$ cat config.mk
export PLATFORM = sky130hd
export DESIGN_NAME = disp_mux
export DESIGN_NICKNAME = d
export VERILOG_FILES = /design/src/rtl/disp_mux.sv
export SDC_FILE = /design/constraint.sdc
export NUM_CORES = 1
export LEC_CHECK = 0
export ABC_CLOCK_PERIOD_IN_PS = 3440
export CORE_ASPECT_RATIO = 0.5
export CORE_UTILIZATION = 55
export CTS_CLUSTER_SIZE = 20
export DETAILED_ROUTE_END_ITERATION = 8
export GPL_TIMING_DRIVEN = 1
export PLACE_DENSITY_LB_ADDON = 0.2
export SYNTH_ARGS = -nofsm -noshare
export SYNTH_HDL_FRONTEND = slang
export SYNTH_SLANG_ARGS = --single-unit
$ cat constraint.sdc
create_clock -name disp_clock -period 3.44 [get_ports disp_clock]
set_input_delay 0.516 -clock disp_clock [delete_from_list [all_inputs] [get_ports disp_clock]]
set_output_delay 0.516 -clock disp_clock [all_outputs]
set_load 0.005 [all_outputs]
$ cat src/rtl/disp_mux.sv
// disp_mux: snapshots the BCD time digits once per scan frame and
// multiplexes them onto a 6-digit common-anode 7-segment display.
module disp_mux #(
    parameter int unsigned SCAN_DIV    = 50000,
    parameter int unsigned BLINK_TICKS = 250,
    parameter bit          LZB         = 1'b0
) (
    input  logic       disp_clock,
    input  logic       disp_reset,
    input  logic       disp_enable,
    input  logic [1:0] disp_h_msd,
    input  logic [3:0] disp_h_lsd,
    input  logic [2:0] disp_m_msd,
    input  logic [3:0] disp_m_lsd,
    input  logic [2:0] disp_s_msd,
    input  logic [3:0] disp_s_lsd,
    input  logic [1:0] disp_blink_sel,
    output logic [5:0] disp_an,
    output logic [6:0] disp_seg,
    output logic       disp_dp
);

    localparam int unsigned PW = $clog2(SCAN_DIV);
    localparam int unsigned BW = (BLINK_TICKS > 1) ? $clog2(BLINK_TICKS) : 1;

    localparam logic [PW-1:0] PRESC_MAX = PW'(SCAN_DIV - 1);
    localparam logic [PW-1:0] PRESC_ONE = PW'(1);
    localparam logic [BW-1:0] BLINK_MAX = BW'(BLINK_TICKS - 1);
    localparam logic [BW-1:0] BLINK_ONE = BW'(1);

    localparam logic [6:0] SEG_BLANK = 7'b1111111;

    logic [PW-1:0]     presc_q, presc_d;
    logic [2:0]        idx_q, idx_d;
    logic [BW-1:0]     bcnt_q, bcnt_d;
    logic              phase_q, phase_d;
    logic [5:0][3:0]   snap_q, snap_d;
    logic [5:0]        an_q, an_d;
    logic [6:0]        seg_q, seg_d;
    logic              dp_q, dp_d;

    logic              tick;
    logic [3:0]        digit;
    logic [1:0]        pair_sel;
    logic              blank;

    function automatic logic [6:0] seg7(input logic [3:0] d);
        logic [6:0] s;
        case (d)
            4'd0:    s = 7'b1000000;
            4'd1:    s = 7'b1111001;
            4'd2:    s = 7'b0100100;
            4'd3:    s = 7'b0110000;
            4'd4:    s = 7'b0011001;
            4'd5:    s = 7'b0010010;
            4'd6:    s = 7'b0000010;
            4'd7:    s = 7'b1111000;
            4'd8:    s = 7'b0000000;
            4'd9:    s = 7'b0010000;
            default: s = 7'b0111111;
        endcase
        return s;
    endfunction

    // Scan timing, blink timing and frame-coherent snapshot
    always_comb begin
        presc_d = presc_q;
        idx_d   = idx_q;
        bcnt_d  = bcnt_q;
        phase_d = phase_q;
        snap_d  = snap_q;
        tick    = disp_enable && (presc_q == PRESC_MAX);
        if (disp_enable) begin
            presc_d = tick ? '0 : presc_q + PRESC_ONE;
        end
        if (tick) begin
            idx_d = (idx_q == 3'd5) ? 3'd0 : idx_q + 3'd1;
            if (bcnt_q == BLINK_MAX) begin
                bcnt_d  = '0;
                phase_d = ~phase_q;
            end else begin
                bcnt_d = bcnt_q + BLINK_ONE;
            end
            if (idx_q == 3'd5) begin
                snap_d = {{2'b00, disp_h_msd}, disp_h_lsd,
                          {1'b0, disp_m_msd}, disp_m_lsd,
                          {1'b0, disp_s_msd}, disp_s_lsd};
            end
        end
    end

    always_comb begin
        case (idx_q)
            3'd1:    digit = snap_q[1];
            3'd2:    digit = snap_q[2];
            3'd3:    digit = snap_q[3];
            3'd4:    digit = snap_q[4];
            3'd5:    digit = snap_q[5];
            default: digit = snap_q[0];
        endcase
    end

    // Pairs are idx {0,1}, {2,3}, {4,5}; blink_sel 11/10/01 picks them
    always_comb begin
        pair_sel = 2'd3 - disp_blink_sel;
        blank    = (disp_blink_sel != 2'b00) && phase_q
                   && (idx_q[2:1] == pair_sel);
        if (LZB && (idx_q == 3'd5) && (snap_q[5] == 4'd0)) begin
            blank = 1'b1;
        end
    end

    always_comb begin
        an_d  = 6'b111111;
        seg_d = SEG_BLANK;
        dp_d  = 1'b1;
        if (disp_enable) begin
            an_d  = ~(6'b000001 << idx_q);
            seg_d = blank ? SEG_BLANK : seg7(digit);
            dp_d  = !((idx_q == 3'd2) || (idx_q == 3'd4));
        end
    end

    always_ff @(posedge disp_clock or negedge disp_reset) begin
        if (!disp_reset) begin
            presc_q <= '0;
            idx_q   <= 3'd0;
            bcnt_q  <= '0;
            phase_q <= 1'b0;
            snap_q  <= '0;
            an_q    <= 6'b111111;
            seg_q   <= SEG_BLANK;
            dp_q    <= 1'b1;
        end else begin
            presc_q <= presc_d;
            idx_q   <= idx_d;
            bcnt_q  <= bcnt_d;
            phase_q <= phase_d;
            snap_q  <= snap_d;
            an_q    <= an_d;
            seg_q   <= seg_d;
            dp_q    <= dp_d;
        end
    end

    assign disp_an  = an_q;
    assign disp_seg = seg_q;
    assign disp_dp  = dp_q;

endmodule
==> results.json <==
{
  "io_pins": 39,
  "period_needed_ns": 2.64,
  "first_global_vias": 2138,
  "post-route-period-util_pct": 76.8,
  "vias": 2211,
  "power_density_nw_per_um2": 408,
  "final_common_cell": "dfrtp_1",
  "clkSinkCount": 62,
  "power.internal_w": 0.00114,
  "seq_area_frac_synth_pct": 51.0,
  "avgSynthCellArea_um2": 11.4,
  "ctsHoldBuffers": 0,
  "grt_max_degree": 33,
  "leakage_nw": 1.71,
  "coreArea_um2": 5160,
  "syn_inst": 271,
  "cts-resized-gates": 0,
  "cts_buffers": 9,
  "irDropWorstVdd_mv": 0.237,
  "maxCapViolations": 0,
  "cts_root_buf": "clkbuf_8",
  "wl_per_cell_um": 15.3,
  "rows": 18,
  "slew_violations": 0,
  "synth_warnings": 0,
  "final_core_util_pct": 71.8,
  "syn-cell-area_um2": 3080,
  "track_usage_pct": 23.1,
  "clock_path_buffers": 2,
  "dpl.cell_count": 373,
  "worstPathMaxFanout": 16,
  "worst_setup_path_start_kind": "register",
  "synth_ff_type": "dfrtp_1",
  "p_switching_w": 0.000368,
  "fmax_mhz": 379,
  "drive_gt1_share_pct": 21.0,
  "drc": 0,
  "die_area_um2": 5920,
  "ys_ff_latch": 62,
  "die_w_um": 108,
  "synth_fp_nets": 303,
  "htree_levels": 3,
  "post_cts_buffers": 0,
  "crit_type": "reg -> reg",
  "endpoint_kind": "register",
  "rsz0062_at_grt": "false",
  "async_reset_ff_share_pct": 100,
  "skew_ns": 0.00721,
  "via_per_inst": 5.68,
  "yosysTopAreaCell": "dfrtp_1",
  "io_buffer_count": 38,
  "overflow": 0,
  "synth_area_leaders": "dfrtp_1 (39%), dfstp_2 (12%), mux2_4 (9.8%)",
  "grt_pass1_wl_um": 10000,
  "num_antenna_cells": 0,
  "synth_edf_count": 0,
  "die_h_um": 54.9,
  "dr.pass1.iters": 4,
  "status": "finished, final reports clean",
  "tightest_slew_ns": 0.663,
  "slew_headroom_pct": 55.8,
  "nets": 346,
  "seqPwrFrac_pct": 53.3,
  "place_congestion": 0.833,
  "routed_wl_um": 5960,
  "area_delta_synth_final_pct": 20.4,
  "setup-tns-final_ns": 0,
  "p_clk_share_pct": 39.2,
  "cts_tree": "done",
  "hold_viol_final": 0,
  "cts.clk_slew.worst_paths_ns": 0.07,
  "synth_top_area_share_pct": 39.0,
  "combPwrFrac_pct": 7.4,
  "clock_latency_ns": 0.34,
  "initial_core_util_pct": 59.7,
  "yosysUniqueCellTypes": 49,
  "worstPathRequired_ns": 3.71,
  "antenna_found_initial": 0,
  "min_path_type": "in -> async",
  "setup_viol": 0,
  "fin_cells": 389,
  "switching_share_pct": 24.4,
  "initialDrtViolationCount": 73,
  "worstPathArrival_ns": 2.91,
  "ant_nets": 0,
  "most-common-layout-cells": "dfrtp_1 (48), clkdlybuf4s50_1 (37), nand2_1 (22)",
  "dpl.hpwl_um": 4110
}
## kinds of logic (layout without fill, tap and decap cells)
family                     count (synthesis)  in the layout  share of synthesized area [%]
AOI/OAI and AO/OA                         57             57                           12.4
DFF                                       62             62                           51.0
muxes                                     24             24                           11.2
buffers and inverters                     21             69                           3.13
adders and majority gates                  7              7                           2.85
xor gates and xnor gates                  15             15                           4.27
and+or+nand+nor                           85             85                           15.1
## registers in the layout (all words and copies together) (netlist names)
register  cells
disp_dp       1
disp_seg      7
phase_q       1
snap_q       20
bcnt_q        8
disp_an       6
idx_q         3
presc_q      16
## worst max-delay path: stages, from the launching register on
cell      delay [ns]
dfrtp_1         0.64
and2_1          0.20
ha_1            0.35
or2_2           0.19
a21boi_0        0.09
o32ai_2         0.42
inv_2           0.16
ha_1            0.23
nor3_1          0.20
o21bai_1        0.09
## path summary, 6_finish.rpt
check	depth (start not counted)	end	slack (ns)	startpoint
max reg2reg	9	disp_seg[5]$_DFF_PN1_	0.80	idx_q[0]$_DFFE_PN0P_
max	9	disp_seg[5]$_DFF_PN1_	0.80	idx_q[0]$_DFFE_PN0P_
min	1	presc_q[13]$_DFFE_PN0P_	0.20	disp_reset
min reg2reg	1	phase_q$_DFFE_PN0P_	0.48	phase_q$_DFFE_PN0P_
max in group asynchronous	2	phase_q$_DFFE_PN0P_	2.36	disp_reset
min in group disp_clock	1	phase_q$_DFFE_PN0P_	0.48	phase_q$_DFFE_PN0P_
## Yosys cell counts, drive strengths merged (2+ instances only)
| master | number |
|---|---|
| nand3 | 11 |
| mux2 | 24 |
| nand3b | 6 |
| xor2 | 8 |
| or3 | 3 |
| a41oi | 2 |
| dfrtp | 48 |
| clkbuf | 7 |
| a31o | 2 |
| o21ai | 13 |
| nor4 | 2 |
| xnor2 | 7 |
| a21oi | 13 |
| and2 | 2 |
| nor2b | 4 |
| nand4 | 7 |
| dfstp | 14 |
| o21bai | 2 |
| a21o | 6 |
| nor3 | 4 |
| nor2 | 16 |
| inv | 10 |
| buf | 4 |
| o32ai | 3 |
| a211oi | 3 |
| a32oi | 2 |
| nand2 | 22 |
| and3 | 2 |
| ha | 7 |
| a31oi | 5 |
## cell type report
type                            count  area, um^2
Clock buffer                       12         165
Clock inverter                      4        20.0
Fill cell                         368        1450
Inverter                           10        37.5
Multi-Input combinational cell    188        1410
Sequential cell                    62        1570
Tap cell                           70        87.6
Timing Repair Buffer               43         413
## stage by stage
stage | power (W) | area [um^2] | worst slack, ns | hold WS (ns)
after global routing | 0.00157 | 3700 | 0.574 | 0.244
after CTS | 0.00152 | 3700 | 0.839 | 0.226
after detailed placement | 0.000931 | 3520 | 0.812 | 0.463
after floorplan | 0.000858 | 3080 | 0.961 | 0.220
after global placement | 0.000921 | 3520 | 0.882 | 0.469
final | 0.00151 | 3700 | 0.799 | 0.202
## per-layer routing
| metal | track usage (%) | wire [um] | vias to the layer above |
|---|---|---|---|
| li1 | - | - | 1064 |
| met1 | 28.6 | 2760 | 1094 |
| met2 | 38.8 | 2890 | 46 |
| met3 | 8.10 | 268 | 7 |
| met4 | 7.53 | 36 | 0 |
| met5 | 0 | 0 | - |
## power groups by stage
stage               clock network, W  logic (W)  registers, W
CTS                         0.000602   0.000115      0.000804
detailed placement                 0   0.000115      0.000817
global placement                   0   0.000108      0.000813
floorplan                          0  0.0000513      0.000807
global route                0.000637   0.000127      0.000811
finish                      0.000592   0.000112      0.000805
Note: power is estimated with default switching activity, not from simulation.
